## config.mk

```make
export PLATFORM = sky130hd
export DESIGN_NAME = life_gen_ctrl_flat
export DESIGN_NICKNAME = d
export VERILOG_FILES = /design/src/rtl/life_gen_if.sv /design/src/rtl/life_gen_ctrl.sv /design/src/flat_wrapper.sv
export SDC_FILE = /design/constraint.sdc
export NUM_CORES = 1
export LEC_CHECK = 0
export ABC_AREA = 1
export CORE_UTILIZATION = 45
export DETAILED_ROUTE_END_ITERATION = 6
export GPL_ROUTABILITY_DRIVEN = 0
export PLACE_DENSITY_LB_ADDON = 0.12
export SYNTH_ARGS = -nofsm -noshare
export SYNTH_HDL_FRONTEND = slang
export SYNTH_SLANG_ARGS = --single-unit
```

## constraint.sdc

```tcl
create_clock -name clk -period 12.2 [get_ports clk]
set_input_delay 3.66 -clock clk [delete_from_list [all_inputs] [get_ports clk]]
set_output_delay 3.66 -clock clk [all_outputs]
set_load 0.01 [all_outputs]
```

## src/rtl/life_gen_if.sv

```systemverilog
// life_gen_if: start/load/read handshake bundle for the life generation controller
interface life_gen_if #(parameter int W = 8, H = 8, GEN_W = 16);
  localparam int AW = $clog2(W * H);
  logic start;
  logic load_we;
  logic [AW-1:0] load_addr;
  logic load_data;
  logic [AW-1:0] rd_addr;
  logic rd_data;
  logic busy;
  logic done;
  logic [GEN_W-1:0] gen_count;
  modport master (output start, load_we, load_addr, load_data, rd_addr,
                  input rd_data, busy, done, gen_count);
  modport slave (input start, load_we, load_addr, load_data, rd_addr,
                 output rd_data, busy, done, gen_count);
endinterface

```

## src/rtl/life_gen_ctrl.sv

```systemverilog
// life_gen_ctrl: B3/S23 Game of Life stepper, one cell per cycle; define LIFE_WRAP_EN for toroidal edges
module life_gen_ctrl #(
  parameter int W = 8,
  parameter int H = 8,
  parameter int GEN_W = 16
) (
  input logic clk,
  input logic rst,
  life_gen_if.slave bus
);
  localparam int N = W * H;
  localparam int AW = $clog2(N);
  typedef enum logic [1:0] {IDLE, SCAN, COMMIT} state_t;
  state_t state;
  logic [N-1:0] cur, nxt;
  logic [AW-1:0] idx;
  logic busy, done, alive;
  logic [GEN_W-1:0] gen;
  logic [3:0] cnt;
  int xi, yi, nx, ny;
  always_comb begin
    xi = int'(idx) % W;
    yi = int'(idx) / W;
    nx = 0;
    ny = 0;
    cnt = '0;
    for (int dy = -1; dy <= 1; dy++)
      for (int dx = -1; dx <= 1; dx++) begin
`ifdef LIFE_WRAP_EN
        nx = (xi + dx + W) % W;
        ny = (yi + dy + H) % H;
        if (dx != 0 || dy != 0) cnt = cnt + 4'(cur[AW'(ny * W + nx)]);
`else
        nx = xi + dx;
        ny = yi + dy;
        if ((dx != 0 || dy != 0) && nx >= 0 && nx < W && ny >= 0 && ny < H)
          cnt = cnt + 4'(cur[AW'(ny * W + nx)]);
`endif
      end
    alive = cur[idx] ? (cnt == 4'd2 || cnt == 4'd3) : cnt == 4'd3;
  end
  always_ff @(posedge clk)
    if (rst) begin
      state <= IDLE;
      cur <= '0;
      nxt <= '0;
      idx <= '0;
      busy <= 1'b0;
      done <= 1'b0;
      gen <= '0;
    end else begin
      done <= 1'b0;
      case (state)
        IDLE: begin
          if (bus.load_we && int'(bus.load_addr) < N) cur[bus.load_addr] <= bus.load_data;
          if (bus.start) begin
            state <= SCAN;
            idx <= '0;
            busy <= 1'b1;
          end
        end
        SCAN: begin
          nxt[idx] <= alive;
          idx <= idx + 1'b1;
          if (int'(idx) == N - 1) state <= COMMIT;
        end
        COMMIT: begin
          cur <= nxt;
          gen <= gen + 1'b1;
          busy <= 1'b0;
          done <= 1'b1;
          idx <= '0;
          state <= IDLE;
        end
        default: state <= IDLE;
      endcase
    end
  assign bus.rd_data = int'(bus.rd_addr) < N ? cur[bus.rd_addr] : 1'b0;
  assign bus.busy = busy;
  assign bus.done = done;
  assign bus.gen_count = gen;
endmodule

```

## src/flat_wrapper.sv

```systemverilog
// flat-port wrapper written by rule: the top's interface ports become plain ports
module life_gen_ctrl_flat 
#(
  parameter int W = 8,
  parameter int H = 8,
  parameter int GEN_W = 16
)
  (clk, rst, bus_start, bus_load_we, bus_load_addr, bus_load_data, bus_rd_addr, bus_rd_data, bus_busy, bus_done, bus_gen_count);
  life_gen_if #(.W(W), .H(H), .GEN_W(GEN_W)) bus_i ();
  input logic clk;
  input logic rst;
  input wire logic [$bits(bus_i.start)-1:0] bus_start;
  input wire logic [$bits(bus_i.load_we)-1:0] bus_load_we;
  input wire logic [$bits(bus_i.load_addr)-1:0] bus_load_addr;
  input wire logic [$bits(bus_i.load_data)-1:0] bus_load_data;
  input wire logic [$bits(bus_i.rd_addr)-1:0] bus_rd_addr;
  output wire logic [$bits(bus_i.rd_data)-1:0] bus_rd_data;
  output wire logic [$bits(bus_i.busy)-1:0] bus_busy;
  output wire logic [$bits(bus_i.done)-1:0] bus_done;
  output wire logic [$bits(bus_i.gen_count)-1:0] bus_gen_count;
  assign bus_i.start = bus_start;
  assign bus_i.load_we = bus_load_we;
  assign bus_i.load_addr = bus_load_addr;
  assign bus_i.load_data = bus_load_data;
  assign bus_i.rd_addr = bus_rd_addr;
  assign bus_rd_data = bus_i.rd_data;
  assign bus_busy = bus_i.busy;
  assign bus_done = bus_i.done;
  assign bus_gen_count = bus_i.gen_count;
  life_gen_ctrl #(.W(W), .H(H), .GEN_W(GEN_W)) u_core (.clk(clk), .rst(rst), .bus(bus_i));
endmodule
```

==> reports/qor.yml <==
setup_path:
  crit_buf_inv: 3
  path_delay_family: "buffers and inverters"
  worstPathRequired_ns: 8.54
  arrival_ns: 7.13
  cp-start-kind: "primary input"
  cpMostUsedCell: "clkdlybuf4s50_1"
  path_cells: "clkdlybuf4s50_1 -> inv_1 -> o21ai_0 -> a21oi_1 -> o311ai_0 -> nand2_1 -> o211ai_1 -> o31ai_1 -> clkdlybuf4s50_1"
  path_class: "in -> out"
  cp-end-kind: "output port"
  r2r_cells: 40
  reg2reg_to: "u_core.nxt[53]"
  reg2reg_from: "u_core.idx[0]"
  cp_slowest_stage_delay_ns: 1.01
  crit_path_max_fanout: 38
  slowest_stage: "clkdlybuf4s50_1"
  reg2reg_slack_ns: 3.26
detailed_routing:
  drc: 0
  via_per_inst: 5.88
  detail-route-antenna-nets: 0
  vias: 10900
  first_iter_violations: 1058
  first_pass_iters: 6
  wl_per_cell_um: 18.8
  wirelength_um: 34900
logic_synthesis:
  synth_compound_area_frac: 0.321
  yosysTopAreaCell: "dfxtp_1"
  synthesis.area_sq_um: 10300
  synth.distinct_cells: 50
  yosys.area_share.adder: 0.0373
  synth_top_family_by_area: "compound AO/OA/AOI/OAI gates"
  postSynthAreaPerCell_sq_um: 6.55
  async_flop_share: 0
  ys.flop_type: "dfxtp_1"
  syn_inst: 1577
  synthSimpleGateAreaFrac: 0.237
  synth_edf_count: 0
  synth_warnings: 0
  synthTopCellsByArea: "dfxtp_1 (30%), o21ai_0 (12%), nor2_1 (9.1%), nand2_1 (8.7%), inv_1 (5.5%)"
  ys_seq_elements: 154
  synth_xor_area_frac: 0.0102
  synth-seq-area-share: 0.299
  synth.top_cell.area_share: 0.299
  muxShareOfSynthArea: 0.00194
  postSynthNetCount: 1623
sta:
  rsz0062_at_grt: "false"
  fmax_mhz: 92.7
  maxSlewViolCount: 0
  finalCritPeriodShare: 0.884
  finalHoldViolations: 0
  tns_ns: 0
  max-slew-margin-rel: 0.153
  finalSetupViolCount: 0
  worst_pin_slew_ns: 1.26
  finalClockSkew_ns: 0.0102
  period_needed_ns: 10.79
clock_tree:
  cts_hold_buf: 0
  tritoncts: "done"
  cts_resized: 0
  clk_latency_ns: 0.43
  root_buffer: "clkbuf_16"
  cts_sinks: 154
  cts_setup_buffers: 0
  clockBufferDepth: 2
  clk_pin_slew_ns: 0.07
  cts_made_buffers: 17
  cts_htree_levels: 4
placed_design:
  portBuffers: 35
  hpwl_um: 25000
pwr:
  power_mw: 1.30
  p_leak_nw: 4.33
  ir_worst_vdd_v: 0.0000977
  power.density_nw_per_um2: 114
worst_hold_path:
  min-delay-path-class: "reg -> reg"
  hp-start: "u_core.bus.gen_count[15]"
  holdPathStages: 1
  min_to: "u_core.bus.gen_count[15]"
finish:
  drive_above_1_share: 0.0690
  nets: 1600
  fillerInstances: 2338
  areaGrowthSynthToFinish_pct: 9.78
  antenna_cells: 0
  multi_input_area_sq_um: 6280
  seq_area_sq_um: 3080
floorplan:
  die-area_sq_um: 23500
  die_x_um: 153
  start_util: 0.457
  die_h_um: 153
  core-area_sq_um: 22600
  io_pins: 36
  rows: 55
grt:
  grt_pass1_wl_um: 55500
  grt_pass1_vias: 9928
  antenna_found_initial: 0
  grt_max_degree: 99
  grt_overflow: 0
  grt.total_usage: 0.301
status:
  status: "finished clean"
flow_run:
  max_cap_violations: 0
kinds of logic (layout without fill, tap and decap cells):
logic type | after synthesis | count (layout)
DFF | 154 | 154
buffers and inverters | 242 | 231
and+or+nand+nor | 598 | 598
AOI/OAI and AO/OA | 540 | 540
muxes | 2 | 2
adders and majority gates | 29 | 29
xor gates and xnor gates | 12 | 12
cell usage after synthesis, types with 45 or more instances:
library cell and instances:
nor2_1 250, nand2_1 240, a21oi_1 75, clkbuf_1 67
inv_1 151, a31oi_1 45, dfxtp_1 154, o21ai_0 243
nand3_1 51, a21oi_2 48, a211oi_1 55
placed cells by master (no fill, tap or decap), drive strengths merged, types with 4 or more instances in the layout:
cell type and n:
nor2 254, o21ai 244, nand2 242, inv 159, dfxtp 154, a21oi 123
a211oi 55, nand3 53, a31oi 45, clkdlybuf4s50 34, nor3 26, ha 26
a221oi 17, clkbuf 17, nand4 12, o22ai 10, buf 10, o22a 9
o221ai 8, o311ai 8, xor2 7, o211ai 7, clkinv 7, xnor2 5
or2 5, o32ai 4
power by group:
group | leakage, nW | switching (mW) | internal, mW | total (mW)
combinational | 2.79 | 0.159 | 0.0676 | 0.227
sequential | 1.24 | 0.00376 | 0.505 | 0.509
clock | 0.298 | 0.234 | 0.327 | 0.561
worst max-delay path by stage:
stage / from / endpoint / slack, ns / cells past startpoint
3_5_place_dp: bus_rd_addr[0] / bus_rd_data / 1.57 / 9
2_1_floorplan: bus_rd_addr[0] / bus_rd_data / 3.34 / 10
6_report: bus_rd_addr[0] / bus_rd_data / 1.41 / 9
5_1_grt: bus_rd_addr[0] / bus_rd_data / 1.21 / 9
3_3_place_gp: bus_rd_addr[0] / bus_rd_data / 1.68 / 9
4_1_cts: bus_rd_addr[0] / bus_rd_data / 1.56 / 9
stage by stage:
stage | setup WS (ns) | cell area [sq um] | hold WS [ns] | cells | util
5_1_grt | 1.21 | 11300 | 0.486 | 1851 | 0.502
6_report | 1.41 | 11300 | 0.458 | 1851 | 0.502
3_5_place_dp | 1.57 | 10700 | 0.446 | 1820 | 0.475
2_1_floorplan | 3.34 | 10300 | 0.454 | 1577 | -
4_1_cts | 1.56 | 11300 | 0.460 | 1851 | 0.502
3_3_place_gp | 1.68 | 10700 | 0.448 | 1820 | 0.475
worst register-to-register path: cells and delay by family, from the launching register on:
| family | cells | cell delay (ns) |
|---|---|---|
| buf+inv | 8 | 2.88 |
| fa+ha+maj | 9 | 2.59 |
| simple gates | 16 | 1.71 |
| compound gates | 7 | 1.32 |
| flops | 1 | 0.31 |
state kept, by name (all words and copies together) (netlist names):
name                  cells
u_core.cur               64
u_core.nxt               64
u_core.state              2
u_core.bus.done           1
u_core.idx                6
u_core.bus.gen_count     16
u_core.bus.busy           1
per-layer routing:
layer  track usage  vias to the layer above  routed length [um]
met1         0.427                     4995               16000
met4         0.102                        0                 898
met3        0.0584                       55                3130
met5             0                        -                   0
met2         0.452                      446               14800
li1              -                     5387                   -
area by class of cell:
class / count / share of cell area
Inverter: 156 / 0.0517
Multi-Input combinational cell: 1181 / 0.554
Sequential cell: 154 / 0.272
Clock inverter: 14 / 0.0168
Tap cell: 285 / 0.0315
Timing Repair Buffer: 44 / 0.0364
Clock buffer: 17 / 0.0375
Note: power is estimated with default switching activity, not from simulation.
